## config.mk

```make
export PLATFORM = sky130hd
export DESIGN_NAME = pkt_uart_tx
export DESIGN_NICKNAME = d
export VERILOG_FILES = /design/src/rtl/pkt_pkg.sv /design/src/rtl/baud_tick.sv /design/src/rtl/pkt_uart_tx.sv
export SDC_FILE = /design/constraint.sdc
export NUM_CORES = 1
export LEC_CHECK = 0
export ABC_AREA = 0
export CAP_MARGIN = 20
export CORE_AREA = 3 3 91 50
export CTS_CLUSTER_DIAMETER = 60
export CTS_CLUSTER_SIZE = 10
export DETAILED_ROUTE_END_ITERATION = 8
export DIE_AREA = 0 0 94 53
export SYNTH_ARGS = -nofsm -noshare
export SYNTH_HDL_FRONTEND = slang
export SYNTH_SLANG_ARGS = --single-unit
```

## constraint.sdc

```tcl
create_clock -name clk_in -period 2.5 [get_ports clk_in]
set_input_delay 0.5 -clock clk_in [delete_from_list [all_inputs] [get_ports clk_in]]
set_output_delay 0.5 -clock clk_in [all_outputs]
set_load 0.03 [all_outputs]
```

## src/rtl/pkt_pkg.sv

```systemverilog
// pkt_pkg: types and sizes shared by the packet encoder, UART transmitter and receiver
package pkt_pkg;
    typedef enum logic [2:0] {IDLE, START, DATA, STOP, LOAD1} tx_state_t;
    localparam int PKT_W = 8;
    localparam int FRAME_BITS = 10;
    localparam int PKTS_PER_POINT = 2;
endpackage

```

## src/rtl/baud_tick.sv

```systemverilog
// baud_tick: counts CLKS_PER_BIT clocks per bit and pulses tick_out on the last one
module baud_tick #(
    parameter int CLKS_PER_BIT = 868
) (
    input  logic clk_in,
    input  logic rst_in,
    input  logic clr_in,
    output logic tick_out
);
    localparam int CW = $clog2(CLKS_PER_BIT);
    logic [CW-1:0] cnt_q, cnt_d;
    assign tick_out = cnt_q == CW'(CLKS_PER_BIT - 1);
    // wrap on the last cycle of a bit, or restart when the owner requests it
    always_comb cnt_d = (clr_in || tick_out) ? '0 : cnt_q + 1'b1;
    // counter register
    always_ff @(posedge clk_in) cnt_q <= rst_in ? '0 : cnt_d;
endmodule

```

## src/rtl/pkt_uart_tx.sv

```systemverilog
// pkt_uart_tx: fetches two packets per draw point and sends each as a UART 8N1 frame
module pkt_uart_tx
    import pkt_pkg::*;
#(
    parameter int CLKS_PER_BIT = 868
) (
    input  logic             clk_in,
    input  logic             rst_in,
    input  logic             active_draw_in,
    input  logic [PKT_W-1:0] pkt_in,
    output logic             pkt_num_out,
    output logic             tx_out,
    output logic             busy_out,
    output logic             done_out
);
    tx_state_t state_q, state_d;
    logic [PKT_W-1:0] shift_q, shift_d;
    logic [2:0] bit_q, bit_d;
    logic flag_q, flag_d;
    logic tx_q, tx_d, busy_q, busy_d, done_q, done_d, pkt_num_q, pkt_num_d;
    logic tick, baud_clr;
    // the bit timer restarts from zero whenever a frame is about to begin
    assign baud_clr = state_q == IDLE || state_q == LOAD1;
    baud_tick #(.CLKS_PER_BIT(CLKS_PER_BIT)) u_baud (
        .clk_in  (clk_in),
        .rst_in  (rst_in),
        .clr_in  (baud_clr),
        .tick_out(tick)
    );
    // state and datapath registers, outputs registered from their next values
    always_ff @(posedge clk_in) begin
        if (rst_in) begin
            state_q   <= IDLE;
            shift_q   <= '0;
            bit_q     <= '0;
            flag_q    <= 1'b0;
            tx_q      <= 1'b1;
            busy_q    <= 1'b0;
            done_q    <= 1'b0;
            pkt_num_q <= 1'b0;
        end else begin
            state_q   <= state_d;
            shift_q   <= shift_d;
            bit_q     <= bit_d;
            flag_q    <= flag_d;
            tx_q      <= tx_d;
            busy_q    <= busy_d;
            done_q    <= done_d;
            pkt_num_q <= pkt_num_d;
        end
    end
    // next state: packet 0 captured on acceptance, packet 1 in LOAD1
    always_comb begin
        state_d = state_q;
        shift_d = shift_q;
        bit_d   = bit_q;
        flag_d  = flag_q;
        case (state_q)
            IDLE: if (active_draw_in) begin
                state_d = START;
                shift_d = pkt_in;
                bit_d   = '0;
                flag_d  = 1'b0;
            end
            START: if (tick) state_d = DATA;
            DATA: if (tick) begin
                shift_d = shift_q >> 1;
                bit_d   = bit_q + 3'd1;
                state_d = bit_q == 3'(PKT_W - 1) ? STOP : DATA;
            end
            STOP: if (tick) state_d = flag_q ? IDLE : LOAD1;
            LOAD1: begin
                state_d = START;
                shift_d = pkt_in;
                bit_d   = '0;
                flag_d  = 1'b1;
            end
            default: state_d = IDLE;
        endcase
    end
    // outputs derived from the state being entered so they appear with no extra delay
    always_comb begin
        tx_d      = state_d == START ? 1'b0 : state_d == DATA ? shift_d[0] : 1'b1;
        busy_d    = state_d != IDLE;
        done_d    = state_q == STOP && tick && flag_q;
        pkt_num_d = state_d == LOAD1 || (state_d != IDLE && flag_d);
    end
    assign tx_out      = tx_q;
    assign busy_out    = busy_q;
    assign done_out    = done_q;
    assign pkt_num_out = pkt_num_q;
endmodule
```

==> flow_summary.yaml, run 1 <==
hold_path:
  min_to: "shift_q[2]$_SDFFE_PP0P_"
  hold_depth: 2
  hp-class: "flop to flop"
  hold_start: "shift_q[2]$_SDFFE_PP0P_"
sta:
  finalHoldViolations: 0
  finClkSkew_ns: 0.0102
  relSlewSlack_pct: 58.7
  clock.fmax_ghz: 0.498
  layout_setup_ws_ns: 0.494
  finalCriticalPeriod_ns: 2.01
  period_share_pct: 80.2
  rsz0062_at_grt: "no"
  max_slew.worst_pin.slew_ns: 0.612
  setup_tns_ns: 0
  maxSlewViolCount: 0
  worst_hold_slack_ns: 0.458
  setup_violations: 0
worst_setup_path:
  crit_fanout: 6
  cp.arrival_ns: 2.23
  crit_chain: "ha_1 > and4bb_4 > a311oi_1 > a311oi_4 > or3b_1 > o21ai_2"
  r2r-end: "pkt_num_out$_SDFF_PP0_"
  end_kind: "flop"
  critical_path_buf_inv_count: 0
  slowest_stage: "or3b_1"
  cp_top_family: "simple AND/OR/NAND/NOR gates"
  path_class: "flop to flop"
  startpoint_type: "flop"
  required_ns: 2.72
  r2r_slack_ns: 0.49
  r2r-start: "u_baud.cnt_q[0]$_SDFF_PP0_"
  slowest_delay_ns: 0.40
  worst-r2r-cell-count: 6
floorplan:
  start_util_pct: 34.4
  coreArea_um2: 3800
  io_pins: 15
  dieArea_um2: 4980
  die_h_um: 53
  core.rowCount: 16
  fp.dieW_um: 94
power:
  power_density_nw_per_um2: 664
  comb_power_share_pct: 7.7
  p_sw_uw: 226
  pwr-share-seq_pct: 45.2
  vdd_ir_drop_max_v: 0.000331
  switching_share_pct: 21.2
  p_clk_share_pct: 47.1
  p_int_uw: 842
  leakage_nw: 0.573
run_status:
  outcome: "finished, final reports clean"
synth:
  seq_area_frac_synth_pct: 44.4
  syn_nets: 155
  synthArstFlopShare_pct: 0
  synth_edf_count: 0
  synth.avg_cell_area_um2: 9.27
  synthesis.area_um2: 1310
  syn_inst: 141
  synth_top_area_cell: "dfxtp_1"
  ys.flop_type: "dfxtp_1"
  ys_types: 39
  ys_top_cells_by_area: "dfxtp_1, nor2_1, a21oi_1, xor2_1, a22oi_1"
  synth.top_cell.area_share_pct: 44.4
  ys_warn_count: 0
  synth_seq_cells: 29
routing:
  drt_iter0_drc: 80
  vias: 1018
  wire_per_inst_um: 11.6
  ant_nets: 0
  drc: 0
  top_layer_used: "met4"
  routed-wl-met2_um: 1050
  m1WireLength_um: 1270
  first_pass_iters: 4
  wirelength_um: 2460
  via_per_inst: 4.82
  dr_wl_met3_um: 109
finish:
  drive_gt1_share_pct: 12.7
  design_area_um2: 1610
  syn2layout_area_growth_pct: 23.0
  layout_common_cells: "dfxtp_1, nor2_1, clkdlybuf4s50_1"
  final_common_cell: "dfxtp_1"
  nets: 170
  antennaDiodeCount: 0
  fin_cells: 211
grt:
  first_global_vias: 941
  grt_usage_pct: 11.0
  antenna_found_initial: 0
  grt_overflow_total: 0
  grt_max_degree: 18
  grt_pass1_wl_um: 4190
clock_network:
  cts.sinks: 29
  cts_tree: "yes"
  clkLatencyLatePin_ns: 0.28
  cts_setup_buffers: 0
  ctsLongestPathBuffers: 2
  cts_resized: 0
  cts_root_buffer: "clkbuf_8"
  cts_hold_buffers: 0
  clkTransAtPathRegs_ns: 0.07
  htreeDepth: 2
  cts_buffers: 5
placed_design:
  placed_area_um2: 1490
  io_buffer_count: 14
  place_inst: 203
  finalWeightedCongestion: 0.742
  hpwl_um: 1680
  preCtsSetupSlack_ns: 0.403
flow_run:
  max_cap_violations: 0
## worst max path at each step
| stage | cells past startpoint | slack (ns) | startpoint | end |
|---|---|---|---|---|
| floorplan | 6 | 0.68 | u_baud.cnt_q[0]$_SDFF_PP0_ | pkt_num_out$_SDFF_PP0_ |
| global placement | 5 | 0.44 | active_draw_in | pkt_num_out$_SDFF_PP0_ |
| detailed placement | 5 | 0.40 | active_draw_in | pkt_num_out$_SDFF_PP0_ |
| CTS | 6 | 0.49 | u_baud.cnt_q[0]$_SDFF_PP0_ | pkt_num_out$_SDFF_PP0_ |
| global route | 5 | 0.35 | state_q[1]$_SDFF_PP0_ | tx_out$_SDFF_PP1_ |
| finish | 6 | 0.49 | u_baud.cnt_q[0]$_SDFF_PP0_ | pkt_num_out$_SDFF_PP0_ |
## area by class of cell
| cell class | instances | area [um2] |
|---|---|---|
| inverter | 5 | 18.8 |
| multi-input combinational | 99 | 669 |
| fill | 385 | 2200 |
| tap | 54 | 67.6 |
| clock inverter | 1 | 30.0 |
| timing repair buffer | 16 | 155 |
| clock buffer | 7 | 86.3 |
| sequential | 29 | 581 |
## flip-flops by register name, indices dropped and copies added (netlist names), 3 cells and up
signal        cells
state_q           3
shift_q           8
bit_q             3
u_baud.cnt_q     10
## tightest hold or removal path: stages (launching register included)
cell and delay, ns:
dfxtp_1 0.31, nand2_1 0.05, a21oi_1 0.05
## cell usage after synthesis (2+ instances only)
cell and n:
xnor2_1 3, nor3_1 3, inv_1 5, a21oi_1 11, nand2_1 8, nor3b_1 5, nor2_1 21, xor2_1 6
o21bai_1 2, nand4_1 4, ha_1 3, dfxtp_1 29, and2_1 2, and4_2 2, nand3_1 3, a22oi_1 6
clkbuf_1 3, buf_2 4
## metal layers
layer  vias up  global-route usage, %
li1        526                      -
met4         0                   5.04
met3         3                   4.26
met1       469                   14.4
met2        20                   16.1
met5         -                      0
## per-stage QoR
step / power, mW / utilization, %
floorplan: 0.542 / -
global placement: 0.575 / 39.2
detailed placement: 0.575 / 39.2
CTS: 1.08 / 42.3
global route: 1.11 / 42.3
finish: 1.07 / 42.3
## power by group through the flow
| stage | logic [mW] | registers, mW | clock network, mW |
|---|---|---|---|
| floorplan | 0.0442 | 0.498 | 0 |
| global placement | 0.0818 | 0.493 | 0 |
| detailed placement | 0.0822 | 0.493 | 0 |
| CTS | 0.0825 | 0.483 | 0.511 |
| global route | 0.0899 | 0.484 | 0.532 |
| finish | 0.0820 | 0.483 | 0.503 |
## logic make-up (layout without fill, tap and decap cells)
| logic type | count (synthesis) | in the layout | share of synthesized area (%) |
|---|---|---|---|
| buf+inv | 13 | 29 | 4.40 |
| xor+xnor | 9 | 9 | 6.03 |
| compound gates | 29 | 29 | 16.7 |
| flops | 29 | 29 | 44.4 |
| mux | 1 | 1 | 0.766 |
| fa+ha+maj | 3 | 3 | 2.87 |
| simple gates | 57 | 57 | 24.8 |
Power figures use the tool's default switching activity.
==> run 2, diff against run 1 <==
Clock period 2.5 ns to 1.8 ns, I/O delays scaled along.
==> run 2 against run 1 <==
  * Wire length increased by 8.6%
  * Register-to-register slack got worse by 0.41 ns
  * Final cell count increased by 8.1%
  * Maximum frequency increased by 17%
  * Design area increased by 9.8%
  * Critical path depth increased by 1
  * Clock skew about the same
  * Power increased by 41%
  * Utilization increased by 4.1 points
  * Die area unchanged
  * Combinational power increased by 66%
  * Flip-flop and latch count unchanged
  * Largest cell class unchanged
  * Largest power group unchanged
==> flow_summary.yaml, run 2 (synthesized netlist as in run 1, its figures left out) <==
worst_setup_path:
  slowest_stage: "or3b_1"
  slowest_delay_ns: 0.37
  end_kind: "flop"
  cp.arrival_ns: 1.94
  required_ns: 2.02
  crit_fanout: 4
  startpoint_type: "flop"
  crit_chain: "ha_2 > and4bb_4 > buf_4 > and4_4 > nor2_1 > or3b_1 > o21ai_2"
  path_class: "flop to flop"
clock_network:
  htreeDepth: 2
  cts_root_buffer: "clkbuf_8"
  cts.sinks: 29
  clkTransAtPathRegs_ns: 0.07
  cts_tree: "yes"
  ctsLongestPathBuffers: 2
  clkLatencyLatePin_ns: 0.28
  cts_buffers: 5
floorplan:
  die_h_um: 53
  dieArea_um2: 4980
  start_util_pct: 34.4
  io_pins: 15
  fp.dieW_um: 94
  core.rowCount: 16
  coreArea_um2: 3800
finish:
  syn2layout_area_growth_pct: 35.0
  regMostFlops: "u_baud.cnt_q"
  design_area_um2: 1770
  layout_common_cells: "dfxtp_1, nor2_1, buf_4"
  largest_register_ffs: 10
  largestRegisters: "u_baud.cnt_q: 10 flops, shift_q: 8 flops"
  fin_util_pct: 46.4
  nets: 187
  drive_gt1_share_pct: 25.3
  final_common_cell: "dfxtp_1"
  antennaDiodeCount: 0
grt:
  grt_max_degree: 18
  grt_pass1_wl_um: 4620
  first_global_vias: 1056
  antenna_found_initial: 0
  grt_usage_pct: 12.4
  grt_overflow_total: 0
routing:
  drt_iter0_drc: 50
  ant_nets: 0
  via_per_inst: 4.87
  wire_per_inst_um: 11.7
  wirelength_um: 2670
  vias: 1110
  drc: 0
  first_pass_iters: 4
sta:
  setup_violations: 0
  maxSlewViolCount: 0
  finalCriticalPeriod_ns: 1.72
  finClkSkew_ns: 0.00991
  clock.fmax_ghz: 0.583
  setup_tns_ns: 0
  period_share_pct: 95.4
  layout_setup_ws_ns: 0.0835
  rsz0062_at_grt: "no"
  relSlewSlack_pct: 75.3
  worst_hold_slack_ns: 0.452
  max_slew.worst_pin.slew_ns: 0.370
  finalHoldViolations: 0
placed_design:
  placed_area_um2: 1620
  io_buffer_count: 14
  preCtsSetupSlack_ns: -0.0336
  hpwl_um: 1940
  finalWeightedCongestion: 0.761
power:
  leakage_nw: 0.664
  power_density_nw_per_um2: 851
  vdd_ir_drop_max_v: 0.000353
hold_path:
  hp-class: "flop to flop"
flow_run:
  max_cap_violations: 0
run_status:
  outcome: "finished, final reports clean"
run 2: layout make-up:
class / count / area (um2)
Sequential cell: 29 / 583
Inverter: 5 / 18.8
Clock buffer: 7 / 86.3
Fill cell: 380 / 2040
Clock inverter: 1 / 30.0
Timing Repair Buffer: 33 / 283
Multi-Input combinational cell: 99 / 697
Tap cell: 54 / 67.6
run 2: through the flow:
step                power (mW)  cells
floorplan                0.753    141
global placement         0.817    220
detailed placement       0.819    220
CTS                       1.52    228
global route              1.57    228
finish                    1.50    228
run 2: final timing paths:
| check | start | end | slack [ns] | cells after the start |
|---|---|---|---|---|
| worst max-delay path | u_baud.cnt_q[1]$_SDFF_PP0_ | pkt_num_out$_SDFF_PP0_ | 0.08 | 7 |
| worst min-delay path | shift_q[3]$_SDFFE_PP0P_ | shift_q[3]$_SDFFE_PP0P_ | 0.45 | 2 |
| worst min register to register | shift_q[3]$_SDFFE_PP0P_ | shift_q[3]$_SDFFE_PP0P_ | 0.45 | 2 |
| worst max register to register | u_baud.cnt_q[1]$_SDFF_PP0_ | pkt_num_out$_SDFF_PP0_ | 0.08 | 7 |
run 2: where the power goes:
| group | switching, mW | internal (mW) | leakage (nW) |
|---|---|---|---|
| clock | 0.244 | 0.451 | 0.0585 |
| sequential | 0.0108 | 0.661 | 0.237 |
| combinational | 0.0611 | 0.0749 | 0.369 |
run 2: critical path, delay by kind of cell (launching register included):
| family | cells | cell delay, ns |
|---|---|---|
| buffers and inverters | 1 | 0.12 |
| flip-flops | 1 | 0.33 |
| adder cells (fa/ha/maj) | 1 | 0.17 |
| AO/OA/AOI/OAI | 1 | 0.11 |
| AND/OR/NAND/NOR | 4 | 0.94 |
run 2: what timing repair did:
item / in CTS / in global routing
buffers inserted: 0 / 1
gates resized for setup: 0 / 7
endpoints found under the setup margin: 0 / 2
hold buffers: 0 / 0
run 2: metal layers:
| metal | track usage, % | vias to the layer above | wire length, um |
|---|---|---|---|
| met2 | 20.1 | 14 | 1200 |
| met1 | 14.6 | 530 | 1310 |
| li1 | - | 561 | - |
| met4 | 7.19 | 0 | 57 |
| met5 | 0 | - | 0 |
| met3 | 4.26 | 5 | 103 |
